**src/rtl/batt_mon_if.sv**
```systemverilog
// Battery monitor port bundle: raw A2D sample in; moving average and the
// low-battery flag out.
//
// Handshake: batt_vld is a one-cycle valid strobe and has no ready. The
// monitor accepts every strobe, including one on every cycle, so a sample
// is taken on each rising edge where batt_vld is high. batt_avg, avg_vld and
// batt_low are registered levels that stay put between strobes.
interface batt_mon_if;
  logic [11:0] batt;
  logic        batt_vld;
  logic [11:0] batt_avg;
  logic        avg_vld;
  logic        batt_low;

  modport master (
    output batt, batt_vld,
    input  batt_avg, avg_vld, batt_low
  );

  modport slave (
    input  batt, batt_vld,
    output batt_avg, avg_vld, batt_low
  );
endinterface

```
**src/rtl/batt_mon.sv**
```systemverilog
// Battery monitor. It keeps an 8-sample moving average of the A2D battery
// readings and raises a low-battery flag. The flag has hysteresis and a
// persistence filter.
// state_dbg exposes the FSM state: 0 = FILL, 1 = OK, 2 = LOW.
module batt_mon #(
  parameter logic [11:0] LOW_THRESH = 12'h800,
  parameter logic [11:0] HYST       = 12'h040,
  parameter int unsigned PERSIST    = 4
) (
  input  logic        clk,
  input  logic        rst_n,
  batt_mon_if.slave   bus,
  output logic [1:0]  state_dbg
);

  typedef enum logic [1:0] {
    ST_FILL = 2'd0,
    ST_OK   = 2'd1,
    ST_LOW  = 2'd2
  } state_t;

  // The recovery level is 13 bits wide. If it is above 4095, no 12-bit
  // average can reach it, so LOW is never left.
  localparam logic [12:0] EXIT_THRESH = {1'b0, LOW_THRESH} + {1'b0, HYST};
  localparam logic [2:0]  PERSIST_C   = 3'(PERSIST);

  logic [11:0] sbuf [8];
  logic [14:0] sum;
  logic [14:0] sum_nxt;
  logic [2:0]  wr_ptr;
  logic [3:0]  fill_cnt;
  logic        upd;
  logic [11:0] avg_q;

  state_t      state;
  state_t      state_nxt;
  logic [2:0]  pcnt;
  logic [2:0]  pcnt_nxt;
  logic [2:0]  pcnt_inc;
  logic        low_q;

  // Running sum: the new sample goes in and the oldest entry, read before
  // it is overwritten, comes out.
  always_comb begin
    sum_nxt = sum + {3'b000, bus.batt} - {3'b000, sbuf[wr_ptr]};
  end

  // Sample buffer, running sum and registered average. upd marks the cycle
  // after each accepted sample.
  always_ff @(posedge clk) begin
    if (!rst_n) begin
      for (int i = 0; i < 8; i++) sbuf[i] <= '0;
      sum      <= '0;
      wr_ptr   <= '0;
      fill_cnt <= '0;
      upd      <= 1'b0;
      avg_q    <= '0;
    end else begin
      upd <= bus.batt_vld;
      if (bus.batt_vld) begin
        sbuf[wr_ptr] <= bus.batt;
        wr_ptr       <= wr_ptr + 3'd1;
        sum          <= sum_nxt;
        avg_q        <= sum_nxt[14:3];
        if (fill_cnt != 4'd8) fill_cnt <= fill_cnt + 4'd1;
      end
    end
  end

  assign pcnt_inc = pcnt + 3'd1;

  // Next state and persistence count. A threshold check runs only on upd.
  // The upd that ends FILL is only a hand-over, so it is not checked.
  always_comb begin
    state_nxt = state;
    pcnt_nxt  = pcnt;
    case (state)
      ST_FILL: begin
        if (upd && (fill_cnt == 4'd8)) begin
          state_nxt = ST_OK;
          pcnt_nxt  = 3'd0;
        end
      end
      ST_OK: begin
        if (upd) begin
          if (avg_q < LOW_THRESH) begin
            if (pcnt_inc == PERSIST_C) begin
              state_nxt = ST_LOW;
              pcnt_nxt  = 3'd0;
            end else begin
              pcnt_nxt = pcnt_inc;
            end
          end else begin
            pcnt_nxt = 3'd0;
          end
        end
      end
      ST_LOW: begin
        if (upd) begin
          if ({1'b0, avg_q} >= EXIT_THRESH) begin
            if (pcnt_inc == PERSIST_C) begin
              state_nxt = ST_OK;
              pcnt_nxt  = 3'd0;
            end else begin
              pcnt_nxt = pcnt_inc;
            end
          end else begin
            pcnt_nxt = 3'd0;
          end
        end
      end
      default: begin
        state_nxt = ST_FILL;
        pcnt_nxt  = 3'd0;
      end
    endcase
  end

  // State register. batt_low follows the next state, so it changes on the
  // same edge as the transition.
  always_ff @(posedge clk) begin
    if (!rst_n) begin
      state <= ST_FILL;
      pcnt  <= 3'd0;
      low_q <= 1'b0;
    end else begin
      state <= state_nxt;
      pcnt  <= pcnt_nxt;
      low_q <= (state_nxt == ST_LOW);
    end
  end

  assign bus.batt_avg = avg_q;
  assign bus.avg_vld  = (fill_cnt == 4'd8);
  assign bus.batt_low = low_q;
  assign state_dbg    = state;

endmodule

```
**src/flat_wrapper.sv**
```systemverilog
// flat-port wrapper written by rule: the top's interface ports become plain ports
module batt_mon_flat 
#(
  parameter logic [11:0] LOW_THRESH = 12'h800,
  parameter logic [11:0] HYST       = 12'h040,
  parameter int unsigned PERSIST    = 4
)
  (clk, rst_n, state_dbg, bus_batt, bus_batt_vld, bus_batt_avg, bus_avg_vld, bus_batt_low);
  batt_mon_if bus_i ();
  input  logic clk;
  input  logic rst_n;
  output logic [1:0] state_dbg;
  input wire logic [$bits(bus_i.batt)-1:0] bus_batt;
  input wire logic [$bits(bus_i.batt_vld)-1:0] bus_batt_vld;
  output wire logic [$bits(bus_i.batt_avg)-1:0] bus_batt_avg;
  output wire logic [$bits(bus_i.avg_vld)-1:0] bus_avg_vld;
  output wire logic [$bits(bus_i.batt_low)-1:0] bus_batt_low;
  assign bus_i.batt = bus_batt;
  assign bus_i.batt_vld = bus_batt_vld;
  assign bus_batt_avg = bus_i.batt_avg;
  assign bus_avg_vld = bus_i.avg_vld;
  assign bus_batt_low = bus_i.batt_low;
  batt_mon #(.LOW_THRESH(LOW_THRESH), .HYST(HYST), .PERSIST(PERSIST)) u_core (.clk(clk), .rst_n(rst_n), .bus(bus_i), .state_dbg(state_dbg));
endmodule
```
**config.mk**
```make
export PLATFORM = sky130hd
export DESIGN_NAME = batt_mon_flat
export DESIGN_NICKNAME = d
export VERILOG_FILES = /design/src/rtl/batt_mon_if.sv /design/src/rtl/batt_mon.sv /design/src/flat_wrapper.sv
export SDC_FILE = /design/constraint.sdc
export NUM_CORES = 1
export LEC_CHECK = 0
export ABC_AREA = 1
export ABC_CLOCK_PERIOD_IN_PS = 2800
export CORE_MARGIN = 4
export CORE_UTILIZATION = 55
export DETAILED_ROUTE_END_ITERATION = 12
export PLACE_DENSITY = 0.83
export SLEW_MARGIN = 25
export SYNTH_ARGS = -nofsm -noshare
export SYNTH_HDL_FRONTEND = slang
export SYNTH_SLANG_ARGS = --single-unit
```
**constraint.sdc**
```tcl
create_clock -name clk -period 2.8 [get_ports clk]
set_input_delay 0.28 -clock clk [delete_from_list [all_inputs] [get_ports clk]]
set_output_delay 0.28 -clock clk [all_outputs]
set_load 0.01 [all_outputs]
```
# == After elaboration in Yosys (flattened, before gate mapping) ==
# Memories as Yosys holds them, arrays and structs flattened. A register that Yosys moved wholly into a read port is not among the register bits.
# Index checks and enable logic that the tools add are counted.
# word_totals
mem_bits_rw,96
memories,1
inputBits,15
output_inout_bits,16
reg_bits,41
word_cells,54
# classes
n_eq_ne,9
n_mux,24
reduce_logical,5
addsub,5
magnitude_cmp,2
# mem_list
memory,words,width,rd,rd_clocked_by_memory_dff,write_ports,line_no,text
u_core.sbuf,8,12,1,1,8,batt_mon.sv:27,logic [11:0] sbuf [8];
# op_table
cell,count
2-to-1 mux 3 bit,9
adder 15 x 12 -> 15 bit,1
subtractor 15 x 12 -> 15 bit,1
2-to-1 mux 2 bit,7
>= comparator 12 bit (second input constant),1
less-than comparator 12 bit (second input constant),1
2-to-1 mux 12 bit,1
OR reduction 12 bit,1
one-hot mux 3 bit (3 select lines),1
adder 3 x 1 -> 3 bit (second input constant),2
inequality test 2 x 1 -> 1 bit (second input constant),3
one-hot mux 2 bit (3 select lines),1
2-to-1 mux 1 bit,5
adder 4 x 1 -> 4 bit (second input constant),1
equality test 2 bit (second input constant),2
equality test 4 bit (second input constant),1
inequality test 4 bit (second input constant),1
equality test 3 bit (second input constant),1
AND reduction 3 bit,1
equality test 2 x 1 -> 1 bit (second input constant),1
zero test 2 bit,1
AND reduction 2 bit,1
logical AND 1 bit,1

# == Longest topological paths before layout ==
# Gate-level depths: netlist (run 1).
# logic_depth
word_depth,7
ltp_mapped,20
ltp_nobuf,18

# == Worst setup path after synthesis (run 1) ==
# No wires, ideal clock.
# synth_timing
kind,reg2reg
startpoint,register (tool-made name)
endpoint,register u_core.sum[8]
arrival_time_ps,2575
setup_time_ps,115
period_less_slack_ps,2691
path_slack_ps,109
path_buffers,2
t_required_ps,2685
path_stages_with_launch,19
cell_sequence,dfxtp_1 -> inv_1 -> buf_4 -> buf_2 -> nor2_1 -> o32ai_1 -> nand2_1 -> nand2_1 -> fa_1 -> inv_1 -> fa_1 -> nand3_1 -> nand3_1 -> nand2_1 -> nand3_1 -> nand2_1 -> nand2_1 -> o21ai_0 -> inv_1
# synth_rtl
item,line_no,text
"end signal, assigned",batt_mon.sv:63,sum <= sum_nxt;
"end, declared",batt_mon.sv:28,logic [14:0] sum;

==> flow_metrics.py, run 1 <==
metrics = {
    "status": {
        "status": "finished with violations",
        "violations": "setup timing",
    },
    "clock_tree": {
        "cts.sinks": 128,
        "cts_tree": "yes",
        "cts_buffers": 17,
        "insertion_delay_ps": 420,
        "root_buffer": "clkbuf_16",
        "ctsHtreeMaxLevel": 4,
        "path_clk_slew_ps": 60,
        "cts_max_path_buffers": 2,
        "postCtsHoldBufs": 0,
    },
    "sta": {
        "period_share": 1.08,
        "worst_slew_pin_slew_ps": 726,
        "finClkSkew_ps": 6.92,
        "fin_ws_ps": -215,
        "finalHoldViolCount": 0,
        "hold_slack_ps": 481,
        "fmax_ghz": 0.332,
        "setup_viol": 8,
        "slew_violations": 0,
        "rsz0062_at_grt": "yes",
        "relSlewSlack": 0.515,
        "min_period_ps": 3010,
    },
    "power": {
        "pwr-share-comb": 0.404,
        "internal_power_uw": 5040,
        "p_per_area_mw_per_mm2": 863,
        "net-switching-power_uw": 2780,
        "power.total_uw": 7820,
        "swShare": 0.356,
        "seqPwrFrac": 0.291,
        "ir_drop_mv": 0.371,
        "p_leak_uw": 0.00396,
        "clkPwrFrac": 0.305,
    },
    "worst_hold_path": {
        "hp-class": "reg -> reg",
    },
    "worst_setup_path": {
        "cp_max_fo": 12,
        "crit_chain": "inv_8, clkbuf_16, nor2_1, o32ai_2, nand2_1, nand2_2, fa_1, inv_2, ha_4, nand2_4, inv_1, nand2_1, nand2_1, inv_1, nand3_1, nand2_1, nand3_1, nand2_1, inv_1",
        "cpMostUsedCell": "nand2_1",
        "start_kind": "flop",
        "required_ps": 3120,
        "critPathCaptureType": "flop",
        "cp.arrival_ps": 3340,
        "crit_type": "reg -> reg",
        "critPathSlowestCell": "fa_1",
        "max_stage_delay_ps": 600,
        "cp.buffers_inverters": 6,
        "critical-path-top-delay-family": "simple AND/OR/NAND/NOR gates",
    },
    "layout": {
        "drive_gt1_frac": 0.213,
        "multi_input_area_sq_mm": 0.00330,
        "n_fill_cell": 809,
        "syn_to_final_growth_pct": 28.8,
        "final_cell_mix": "nor2_1 (176), nand2_1 (126), inv_1 (101)",
        "final_cell_area_sq_mm": 0.00906,
        "layout_commonest_cell": "nor2_1",
        "seqCellArea_sq_mm": 0.00353,
        "num_antenna_cells": 0,
        "num-nets-final": 941,
    },
    "global_routing": {
        "grt.total_usage": 0.275,
        "gr-total-overflow": 0,
        "grt_max_degree": 26,
        "grt_pass1_wl_um": 30500,
        "antenna_found_initial": 0,
        "grt_pass1_vias": 5970,
    },
    "yosys": {
        "synth_flop_cell": "edfxtp_1",
        "netlist_area_sq_mm": 0.00703,
        "ys_warn_count": 0,
        "synth-edff-count": 96,
        "synth.avg_cell_area_sq_um": 8.51,
        "synth_seq_area_share": 0.501,
        "syn_nets": 879,
        "synthArstFlopShare": 0,
        "ys_types": 33,
        "synthCells": 826,
        "ys_ff_latch": 128,
    },
    "routing": {
        "finalWirelength_um": 21900,
        "route.detailed.drc": 0,
        "avgRoutedWirePerCell_um": 20.4,
        "firstDrtPassIters": 7,
        "ant_nets": 0,
        "vias_per_cell": 5.96,
        "drtIter0Drc": 1025,
        "vias": 6392,
    },
    "placed_design": {
        "dp_hpwl_um": 11900,
        "placed_cell_area_sq_mm": 0.00768,
        "gp_congestion": 0.947,
        "portBuffers": 30,
    },
    "floorplanning": {
        "dieArea_sq_mm": 0.0147,
        "fp.dieW_um": 121,
        "rows": 41,
        "core_sq_mm": 0.0126,
        "initial_core_util": 0.560,
        "pin_count": 31,
        "die_y_um": 121,
    },
    "flow_run": {
        "cap_violations": 0,
    },
}
[sequential cells by signal, indices dropped and copies added, names as in the netlist, named ones only]
name and count:
u_core.upd 1, u_core.wr_ptr 3, u_core.pcnt 3, u_core.sbuf 96, u_core.bus.batt_low 1, u_core.fill_cnt 4
u_core.sum 15, u_core.state_dbg 2
[worst register-to-register path, cell delays in order (launching register included)]
cell,delay (ps)
dfxtp_4,450
inv_8,80
clkbuf_16,180
nor2_1,140
o32ai_2,110
nand2_1,100
nand2_2,110
fa_1,610
inv_2,60
ha_4,250
nand2_4,90
inv_1,50
nand2_1,60
nand2_1,80
inv_1,80
nand3_1,100
nand2_1,100
nand3_1,130
nand2_1,100
inv_1,40
[worst paths after layout]
path | start | to | slack, ps | cells after the start
worst min register to register | u_core.sum[0]$_SDFFE_PN0P_ | u_core.sum[0]$_SDFFE_PN0P_ | 480 | 2
worst max register to register | flop | u_core.sum[9]$_SDFFE_PN0P_ | -210 | 19
worst min-delay path | u_core.sum[0]$_SDFFE_PN0P_ | u_core.sum[0]$_SDFFE_PN0P_ | 480 | 2
worst max-delay path | flop | u_core.sum[9]$_SDFFE_PN0P_ | -210 | 19
[repair_timing]
action                     CTS  global route
pin swaps                    2            25
setup endpoints to repair   10            13
gates cloned                 3             5
buffers inserted             0             3
gates resized for setup     38           107
[power by group through the flow]
stage | Clock (uW) | Combinational (uW) | Sequential (uW)
after CTS | 2360 | 2510 | 2260
final | 2380 | 3150 | 2280
after detailed placement | 0 | 2260 | 2290
after global placement | 0 | 2190 | 2290
after floorplan | 0 | 1630 | 2260
after global routing | 2470 | 3390 | 2280
[cell usage after synthesis, types with 5 or more instances]
cell	instances	area [sq um]
edfxtp_1	96	2880
fa_1	12	240
dfxtp_1	32	641
nor2_1	194	728
nand4_1	6	37.5
nand3_1	30	150
nand2_2	9	56.3
buf_4	15	113
a21oi_1	24	120
o21ai_0	41	205
clkbuf_1	8	30.0
o32ai_1	23	201
nand2_1	143	537
inv_1	111	417
ha_1	26	325
nor2_2	5	31.3
buf_2	15	75.1
clkinv_1	11	41.3
[through the flow]
step | instances | worst slack [ps] | setup TNS, ps | utilization
finish | 1073 | -215 | -1030 | 0.721
global route | 1073 | -346 | -2200 | 0.721
CTS | 1065 | -1.73 | -1.73 | 0.681
detailed placement | 1030 | -94.9 | -267 | 0.611
global placement | 1030 | -18.9 | -28.7 | 0.611
floorplan | 826 | 109 | 0 | -
[area by class of cell]
class	instances	area share
Multi-Input combinational cell	533	0.364
Inverter	122	0.0514
Tap cell	172	0.0238
Clock inverter	12	0.0210
Clock buffer	20	0.0482
Sequential cell	128	0.390
Timing Repair Buffer	86	0.102
[logic make-up (layout without fill, tap and decap cells)]
group | after synthesis | count (layout) | share of synthesized area
buffers and inverters | 165 | 240 | 0.102
DFF | 128 | 128 | 0.501
xor gates and xnor gates | 4 | 4 | 0.00498
and+or+nand+nor | 394 | 394 | 0.227
muxes | 1 | 1 | 0.00142
adders and majority gates | 38 | 38 | 0.0804
AOI/OAI and AO/OA | 96 | 96 | 0.0831
[metal layers]
layer	routed length, um	GRT usage
met5	0	0
met2	10800	0.467
met1	8070	0.343
met3	2000	0.0503
met4	1060	0.119
Note: power is estimated with default switching activity, not from simulation.
==> run 2, diff against run 1 <==
- CORE_ASPECT_RATIO: not set -> 0.8
- CORE_UTILIZATION: 55 -> 25
- CTS_CLUSTER_DIAMETER: not set -> 200
- PLACE_DENSITY: 0.83 -> 0.48
==> flow_metrics.py, run 2 (same netlist as run 1, synthesis figures left out) <==
metrics = {
    "global_routing": {
        "gr-total-overflow": 0,
        "met1_usage": 0.208,
        "grt_max_degree": 39,
        "top_usage_layer": "met1",
        "grt_pass1_wl_um": 32800,
        "grt.met3_usage": 0.0304,
        "grt.met2_usage": 0.201,
        "grt.total_usage": 0.138,
        "grt_pass1_vias": 5640,
        "antenna_found_initial": 0,
    },
    "clock_tree": {
        "cts_tree": "yes",
        "cts_buffers": 17,
        "path_clk_slew_ps": 60,
        "postCtsHoldBufs": 0,
        "cts.sinks": 128,
        "root_buffer": "clkbuf_16",
        "cts_max_path_buffers": 2,
        "insertion_delay_ps": 430,
        "ctsHtreeMaxLevel": 4,
    },
    "layout": {
        "n_fill_cell": 2830,
        "multi_input_area_sq_mm": 0.00333,
        "num_antenna_cells": 0,
        "final_cell_mix": "nor2_1 (180), nand2_1 (120), inv_1 (102)",
        "layout_commonest_cell": "nor2_1",
        "drive_gt1_frac": 0.232,
        "fin_util": 0.343,
        "largest_reg_flops": 96,
        "num-nets-final": 957,
        "final_cell_area_sq_mm": 0.00945,
        "max_flop_register": "u_core.sbuf",
        "seqCellArea_sq_mm": 0.00353,
        "syn_to_final_growth_pct": 34.3,
        "top_regs": "u_core.sbuf x96, u_core.sum x15, u_core.fill_cnt x4",
    },
    "sta": {
        "relSlewSlack": 0.484,
        "rsz0062_at_grt": "yes",
        "slew_violations": 0,
        "worst_slew_pin_slew_ps": 773,
        "period_share": 1.02,
        "setup_viol": 7,
        "fmax_ghz": 0.349,
        "min_period_ps": 2860,
        "fin_ws_ps": -64.0,
        "finalHoldViolCount": 0,
        "finClkSkew_ps": 12.1,
    },
    "routing": {
        "drtIter0Drc": 475,
        "vias_per_cell": 4.49,
        "finalWirelength_um": 21900,
        "firstDrtPassIters": 5,
        "route.detailed.drc": 0,
        "ant_nets": 0,
        "avgRoutedWirePerCell_um": 17.1,
        "vias": 5758,
    },
    "power": {
        "pwr-share-comb": 0.404,
        "ir_drop_mv": 0.383,
        "net-switching-power_uw": 2740,
        "seqPwrFrac": 0.292,
        "swShare": 0.352,
        "p_per_area_mw_per_mm2": 823,
        "clkPwrFrac": 0.304,
        "internal_power_uw": 5040,
        "p_leak_uw": 0.00403,
    },
    "worst_setup_path": {
        "crit_type": "reg -> reg",
        "start_kind": "flop",
        "r2r_slack_ps": -60,
        "r2r_cells": 19,
        "cp_max_fo": 9,
        "critPathCaptureType": "flop",
        "r2r_end": "u_core.sum[14]$_SDFFE_PN0P_",
        "cp.arrival_ps": 3170,
        "required_ps": 3110,
    },
    "floorplanning": {
        "rows": 54,
        "core_sq_mm": 0.0275,
        "pin_count": 31,
        "dieArea_sq_mm": 0.0309,
        "die_y_um": 158,
        "fp.dieW_um": 196,
        "initial_core_util": 0.256,
    },
    "worst_hold_path": {
        "hp-start": "u_core.sum[0]$_SDFFE_PN0P_",
        "hold_depth": 2,
        "whs_endpoint": "u_core.sum[0]$_SDFFE_PN0P_",
        "hp-class": "reg -> reg",
    },
    "placed_design": {
        "gp_congestion": 0.855,
        "placed_cell_area_sq_mm": 0.00799,
        "dp_hpwl_um": 13800,
        "portBuffers": 30,
    },
    "status": {
        "violations": "setup timing",
        "status": "finished with violations",
    },
    "flow_run": {
        "cap_violations": 0,
    },
}
[run 2: cell types whose count changed in the layout (fill, tap and decap cells not counted), sizes merged]
cell / change
clkinv: -1
buf: +16
inv: +4
clkbuf: -2
bufinv: -1
[run 2: power groups by stage]
stage	sequential [uW]	combinational (uW)	clock, uW
finish	2270	3140	2370
global route	2290	3470	2490
CTS	2270	2800	2390
detailed placement	2300	2390	0
global placement	2300	2390	0
floorplan	2260	1630	0
[run 2: what timing repair did]
action                                  in CTS  in global routing
gates resized for setup                     69                 79
setup buffers                                4                  6
endpoints found under the hold margin        0                  0
gates cloned                                 3                  5
endpoints found under the setup margin      12                 13
pin swaps                                   11                 34
[run 2: worst max path at each step]
stage	start	end	slack [ps]	depth (start not counted)
after detailed placement	flop	u_core.sum[7]$_SDFFE_PN0P_	-230	19
after floorplan	flop	u_core.sum[8]$_SDFFE_PN0P_	110	18
after global routing	flop	u_core.sum[14]$_SDFFE_PN0P_	-230	19
final	flop	u_core.sum[14]$_SDFFE_PN0P_	-60	19
after CTS	flop	u_core.sum[14]$_SDFFE_PN0P_	-20	16
after global placement	flop	u_core.sum[7]$_SDFFE_PN0P_	-200	19
[run 2: metal layers]
| layer | part of all wire | routed length, um |
|---|---|---|
| met5 | 0 | 0 |
| met3 | 0.066 | 1440 |
| met2 | 0.42 | 9220 |
| met1 | 0.50 | 10800 |
| met4 | 0.017 | 376 |
[run 2: area by class of cell]
| cell class | count | share of cell area |
|---|---|---|
| clock buffers | 18 | 0.0454 |
| clock inverters | 14 | 0.0196 |
| inverters | 122 | 0.0493 |
| multi-input cells | 533 | 0.352 |
| flip-flops and latches | 128 | 0.374 |
| well taps | 364 | 0.0482 |
| repair buffers | 102 | 0.112 |
[run 2: through the flow]
stage | TNS (ps) | setup slack, ps | power, uW | instances | hold WS, ps
6_report | -190 | -64.0 | 7780 | 1281 | 461
5_1_grt | -1550 | -231 | 8250 | 1281 | 490
4_1_cts | -71.1 | -19.1 | 7470 | 1271 | 465
3_5_place_dp | -1620 | -235 | 4690 | 1232 | 456
3_3_place_gp | -1390 | -201 | 4700 | 1232 | 454
2_1_floorplan | 0 | 109 | 3890 | 826 | 422
[run 2: critical path: stages, from the launching register on]
cell and delay, ps:
dfxtp_4 430, inv_8 70, buf_12 150, buf_4 140
nor2_4 80, o32ai_2 80, nand2_1 70, nand2_2 100
fa_1 510, inv_2 50, ha_4 300, nand2_1 80
nor2_2 130, nand2_2 90, nand3_4 100, nand2_2 80
nand3_1 80, nand2_1 50, nor2_1 100, nor2_1 40
==> run 3, diff against run 2 <==
- CAP_MARGIN: not set -> 5
==> results of run 3 <==
Final layout, timing and power as in run 2 (identical DEF).
